File: src/rtl/uart_wb_bridge.sv
// rtl/uart_wb_bridge.sv - UART command frames to single-beat Wishbone cycles; UART_WB_TIMEOUT_EN enables the inter-byte frame timeout
module uart_wb_bridge #(
    parameter int          DATA_WIDTH     = 32,
    parameter int          ADDR_WIDTH     = 32,
    parameter logic [7:0]  CMD_READ       = 8'h01,
    parameter logic [7:0]  CMD_WRITE      = 8'hAA,
    parameter int          TIMEOUT_CYCLES = 1000000
) (
    input  logic                    clk,
    input  logic                    rst,
    input  logic [7:0]              rx_data,
    input  logic                    rx_valid,
    output logic [7:0]              tx_data,
    output logic                    tx_start,
    input  logic                    tx_busy,
    input  logic                    select_mem,
    output logic                    mem_sel_o,
    output logic                    wb_cyc_o,
    output logic                    wb_stb_o,
    output logic                    wb_we_o,
    output logic [ADDR_WIDTH-1:0]   wb_adr_o,
    output logic [DATA_WIDTH-1:0]   wb_dat_o,
    output logic [DATA_WIDTH/8-1:0] wb_sel_o,
    input  logic [DATA_WIDTH-1:0]   wb_dat_i,
    input  logic                    wb_ack_i,
    output logic                    rx_overrun
);

    localparam int ADDR_BYTES = ADDR_WIDTH / 8;
    localparam int DATA_BYTES = DATA_WIDTH / 8;
    localparam int MAX_BYTES  = (ADDR_BYTES > DATA_BYTES) ? ADDR_BYTES : DATA_BYTES;
    localparam int CNT_W      = $clog2(MAX_BYTES + 1);

    localparam logic [CNT_W-1:0] ADDR_LAST = CNT_W'(ADDR_BYTES - 1);
    localparam logic [CNT_W-1:0] DATA_LAST = CNT_W'(DATA_BYTES - 1);

    localparam logic [2:0] IDLE     = 3'd0;
    localparam logic [2:0] RX_ADDR  = 3'd1;
    localparam logic [2:0] RX_DATA  = 3'd2;
    localparam logic [2:0] WB_WRITE = 3'd3;
    localparam logic [2:0] WB_READ  = 3'd4;
    localparam logic [2:0] TX_BYTE  = 3'd5;
    localparam logic [2:0] TX_WAIT  = 3'd6;

    logic [2:0]            state;
    logic [2:0]            state_next;
    logic [CNT_W-1:0]      cnt;
    logic                  is_write;
    logic                  first_wait;
    logic                  mem_sel_q;
    logic                  overrun_q;
    logic [ADDR_WIDTH-1:0] adr_q;
    logic [DATA_WIDTH-1:0] dat_q;
    logic [DATA_WIDTH-1:0] rd_q;
    logic                  cmd_accept;
    logic                  timeout;

    assign cmd_accept = rx_valid && ((rx_data == CMD_WRITE) || (rx_data == CMD_READ));

`ifdef UART_WB_TIMEOUT_EN
    localparam int TO_W = $clog2(TIMEOUT_CYCLES + 1);
    logic [TO_W-1:0] to_cnt;
    logic            in_frame;

    assign in_frame = (state == RX_ADDR) || (state == RX_DATA);

    always_ff @(posedge clk or posedge rst) begin
        if (rst) begin
            to_cnt <= '0;
        end else if (rx_valid || !in_frame) begin
            to_cnt <= '0;
        end else begin
            to_cnt <= to_cnt + 1'b1;
        end
    end

    // to_cnt counts silent cycles since the last byte; abort on the last one
    assign timeout = in_frame && !rx_valid && (to_cnt == TO_W'(TIMEOUT_CYCLES - 1));
`else
    assign timeout = 1'b0;
`endif

    always_ff @(posedge clk or posedge rst) begin
        if (rst) begin
            state <= IDLE;
        end else begin
            state <= state_next;
        end
    end

    always_comb begin
        state_next = state;
        case (state)
            IDLE: begin
                if (cmd_accept) state_next = RX_ADDR;
            end
            RX_ADDR: begin
                if (timeout) begin
                    state_next = IDLE;
                end else if (rx_valid && (cnt == ADDR_LAST)) begin
                    state_next = is_write ? RX_DATA : WB_READ;
                end
            end
            RX_DATA: begin
                if (timeout) begin
                    state_next = IDLE;
                end else if (rx_valid && (cnt == DATA_LAST)) begin
                    state_next = WB_WRITE;
                end
            end
            WB_WRITE: begin
                if (wb_ack_i) state_next = IDLE;
            end
            WB_READ: begin
                if (wb_ack_i) state_next = TX_BYTE;
            end
            TX_BYTE: begin
                if (!tx_busy) state_next = TX_WAIT;
            end
            TX_WAIT: begin
                if (!first_wait && !tx_busy) begin
                    state_next = (cnt == DATA_LAST) ? IDLE : TX_BYTE;
                end
            end
            default: state_next = IDLE;
        endcase
    end

    always_ff @(posedge clk or posedge rst) begin
        if (rst) begin
            cnt        <= '0;
            is_write   <= 1'b0;
            first_wait <= 1'b0;
            mem_sel_q  <= 1'b0;
            overrun_q  <= 1'b0;
            adr_q      <= '0;
            dat_q      <= '0;
            rd_q       <= '0;
        end else begin
            case (state)
                IDLE: begin
                    if (cmd_accept) begin
                        is_write  <= (rx_data == CMD_WRITE);
                        mem_sel_q <= select_mem;
                        cnt       <= '0;
                    end
                end
                RX_ADDR: begin
                    if (rx_valid) begin
                        adr_q[{cnt, 3'b000} +: 8] <= rx_data;
                        cnt <= (cnt == ADDR_LAST) ? '0 : cnt + 1'b1;
                    end
                end
                RX_DATA: begin
                    if (rx_valid) begin
                        dat_q[{cnt, 3'b000} +: 8] <= rx_data;
                        cnt <= (cnt == DATA_LAST) ? '0 : cnt + 1'b1;
                    end
                end
                WB_READ: begin
                    if (wb_ack_i) begin
                        rd_q <= wb_dat_i;
                        cnt  <= '0;
                    end
                end
                TX_BYTE: begin
                    if (!tx_busy) first_wait <= 1'b1;
                end
                TX_WAIT: begin
                    // tx_busy only rises after the transmitter saw tx_start, so skip one cycle
                    first_wait <= 1'b0;
                    if (!first_wait && !tx_busy) begin
                        cnt <= (cnt == DATA_LAST) ? '0 : cnt + 1'b1;
                    end
                end
                default: ;
            endcase

            if (rx_valid && (state inside {WB_WRITE, WB_READ, TX_BYTE, TX_WAIT})) begin
                overrun_q <= 1'b1;
            end
        end
    end

    always_comb begin
        wb_cyc_o = 1'b0;
        wb_stb_o = 1'b0;
        wb_we_o  = 1'b0;
        wb_sel_o = '0;
        tx_start = 1'b0;
        tx_data  = rd_q[{cnt, 3'b000} +: 8];
        case (state)
            WB_WRITE: begin
                wb_cyc_o = 1'b1;
                wb_stb_o = 1'b1;
                wb_we_o  = 1'b1;
                wb_sel_o = '1;
            end
            WB_READ: begin
                wb_cyc_o = 1'b1;
                wb_stb_o = 1'b1;
                wb_sel_o = '1;
            end
            TX_BYTE: begin
                tx_start = !tx_busy;
            end
            default: ;
        endcase
    end

    assign wb_adr_o   = adr_q;
    assign wb_dat_o   = dat_q;
    assign mem_sel_o  = mem_sel_q;
    assign rx_overrun = overrun_q;

endmodule

File: config.mk
export PLATFORM = sky130hd
export DESIGN_NAME = uart_wb_bridge
export DESIGN_NICKNAME = d
export VERILOG_FILES = /design/src/rtl/uart_wb_bridge.sv
export SDC_FILE = /design/constraint.sdc
export NUM_CORES = 1
export LEC_CHECK = 0
export CORE_ASPECT_RATIO = 0.6
export CORE_MARGIN = 3
export CORE_UTILIZATION = 25
export DETAILED_ROUTE_END_ITERATION = 8
export SETUP_SLACK_MARGIN = 0.2
export SYNTH_ARGS = -nofsm -noshare
export SYNTH_HDL_FRONTEND = slang
export SYNTH_SLANG_ARGS = --single-unit
File: constraint.sdc
create_clock -name clk -period 3.5 [get_ports clk]
set_input_delay 0.875 -clock clk [delete_from_list [all_inputs] [get_ports clk]]
set_output_delay 0.875 -clock clk [all_outputs]
set_load 0.1 [all_outputs]
==> impl_metrics.yaml <==
timing:
  slew_violations: 0
  fmax_mhz: 337
  min_period_over_period_pct: 84.7
  period_minus_slack_ns: 2.96
  worst_slack_ns: 0.535
  tns_ns: 0
  holdWs_ns: 0.465
  maxSlewHeadroom_pct: 54.1
  finalClockSkew_ns: 0.0109
  rsz0062_at_grt: "false"
  hold_viol: 0
  finalSetupViolCount: 0
  tightest_slew_ns: 0.688
clocking:
  cts.repair.resized: 0
  post-cts-setup-buffers: 0
  root_buffer: "clkbuf_16"
  clk_pin_slew_ns: 0.07
  clock_latency_ns: 0.34
  cts_made_buffers: 9
  htree_levels: 3
  cts_tree: "yes"
  cts_hold_buf: 0
  clockBufferDepth: 2
  clock_sinks: 106
synthesis:
  synth_top_cells_by_count: "dfrtp_1, mux2_2, nand2_1"
  syn_nets: 414
  yosysWarningCount: 0
  synth.area.top_cells: "dfrtp_1, mux2_2, mux4_2, nand2_1, o21ai_0"
  syn-cell-area_um2: 4740
  synthCells: 365
  synth_ff_type: "dfrtp_1"
  yosys.area.top_type: "dfrtp_1"
  synthArstFlopShare_pct: 100
  synth_seq_cells: 106
  synth-edff-count: 0
  yosysMostFrequentCell: "dfrtp_1"
  syn_avg_cell_area_um2: 13.0
  synth_top_area_share_pct: 56.0
  ys_seq_area_share_pct: 56.0
  ys_types: 50
critical_path:
  arrival_ns: 2.09
  path_class: "flop to output pin"
  cp.required_ns: 2.62
  cp-start-kind: "flop"
  rr_startpoint: "cnt[0]"
  endpoint_kind: "output pin"
  r2r_cells: 8
  critPathMaxFanout: 12
  startpoint: "cnt[0]"
power:
  p_leak_nw: 2.97
  max-vdd-ir-drop_mv: 0.533
  seq_power_share_pct: 30.0
  clkPwrFrac_pct: 16.8
  intPower_mw: 3.06
  power_frac_comb_pct: 53.1
  pwr_density_cell_nw_per_um2: 897
  switching_share_pct: 47.5
  power_switching_mw: 2.77
route:
  antenna_left: 0
  firstDrtPassIters: 4
  routed_wl_mm: 12.5
  vias: 3292
  routedWlPerCell_um: 17.0
  vias_per_cell: 4.47
  drc_errors: 0
  drt_iter0_drc: 131
worst_hold_path:
  hp-class: "flop to flop"
  hold_start: "rx_overrun"
  worstHoldPathCells: 1
floorplanning:
  rows: 38
  dieArea_um2: 20700
  initial_core_util_pct: 25.9
  core_um2: 18300
  die_height_um: 113
  ios: 128
  die_width_um: 184
grt:
  grt.total_usage_pct: 12.2
  grt-ovfl-total: 0
  grt_pass1_vias: 3509
  antenna_found_initial: 0
  grt_max_degree: 60
  grt_pass1_wl_mm: 19.7
flow_run:
  drv_cap: 0
placed_design:
  dpl_worst_slack_ns: 0.615
  routabilityCongestion: 0.741
  placed_cell_area_um2: 6210
  hpwl_mm: 9.52
  port_buffers: 127
final_layout:
  drive_gt1_share_pct: 41.9
  fin_area_um2: 6500
  nets: 540
  num_antenna_cells: 0
  nFillCells: 1772
  utilization_pct: 35.5
  syn_to_final_growth_pct: 37.3
run_status:
  outcome: "complete, no violations"
[final cells by class]
cell class                 count  area [um^2]  share of cell area, %
clock buffer                  11          243                   3.73
tap                          240          300                   4.62
sequential                   106         2650                   40.8
timing repair buffer         135         1260                   19.4
clock inverter                 5         46.3                  0.712
inverter                       6         26.3                  0.404
multi-input combinational    233         1970                   30.3
[flip-flops by register name (all words and copies together), names as in the netlist]
signal / count
first_wait: 1
wb_adr_o: 32
mem_sel_o: 1
state: 3
rx_overrun: 1
cnt: 3
rd_q: 32
wb_dat_o: 32
is_write: 1
[through the flow]
step | power (mW) | instances
after global placement | 4.85 | 720
final | 5.83 | 736
after global routing | 6.09 | 736
after floorplan | 4.10 | 365
after CTS | 5.90 | 736
after detailed placement | 4.89 | 720
[per-layer routing]
metal / wire length (um) / global-route usage, % / vias to the layer above
met5: 0 / 0 / -
met4: 77 / 2.59 / 0
met3: 735 / 3.59 / 5
met2: 5670 / 18.8 / 78
met1: 6010 / 17.1 / 1665
li1: - / - / 1544
[worst paths after layout]
path	slack (ns)	end
setup / recovery	0.54	tx_data[7]
hold / removal	0.46	rx_overrun
setup reg to reg	0.72	wb_adr_o[18]
hold reg to reg	0.46	rx_overrun
max in group asynchronous	1.99	wb_dat_o[20]
min in group asynchronous	0.87	wb_adr_o[14]
[kinds of logic after synthesis]
family / after synthesis / synth area share [%]
AND/OR/NAND/NOR: 97 / 11.7
XOR/XNOR: 1 / 0.185
flip-flops: 106 / 56.0
adder cells (fa/ha/maj): 3 / 0.793
multiplexers: 90 / 23.3
buffers and inverters: 26 / 2.77
AO/OA/AOI/OAI: 42 / 5.26
[power by group through the flow]
stage | clock network, mW | logic, mW | registers, mW
floorplan | 0 | 1.95 | 2.16
global placement | 0 | 3.09 | 1.76
detailed placement | 0 | 3.12 | 1.77
CTS | 1.02 | 3.12 | 1.75
global route | 1.07 | 3.23 | 1.80
finish | 0.982 | 3.10 | 1.75
[critical path: stages (launching register included)]
cell and delay (ns):
dfrtp_1 0.79, mux4_2 0.59, and2_1 0.20, buf_12 0.17
[placed cells by master (no fill, tap or decap), drive strengths merged, types with 8 or more instances in the layout]
cell type,synthesis,routed
dfrtp,106,106
buf,13,90
mux2,80,80
clkdlybuf4s50,0,45
nand2,40,40
o21ai,26,26
and2,17,17
clkbuf,7,11
mux4,8,8
nor2,8,8
Power figures use the tool's default switching activity.
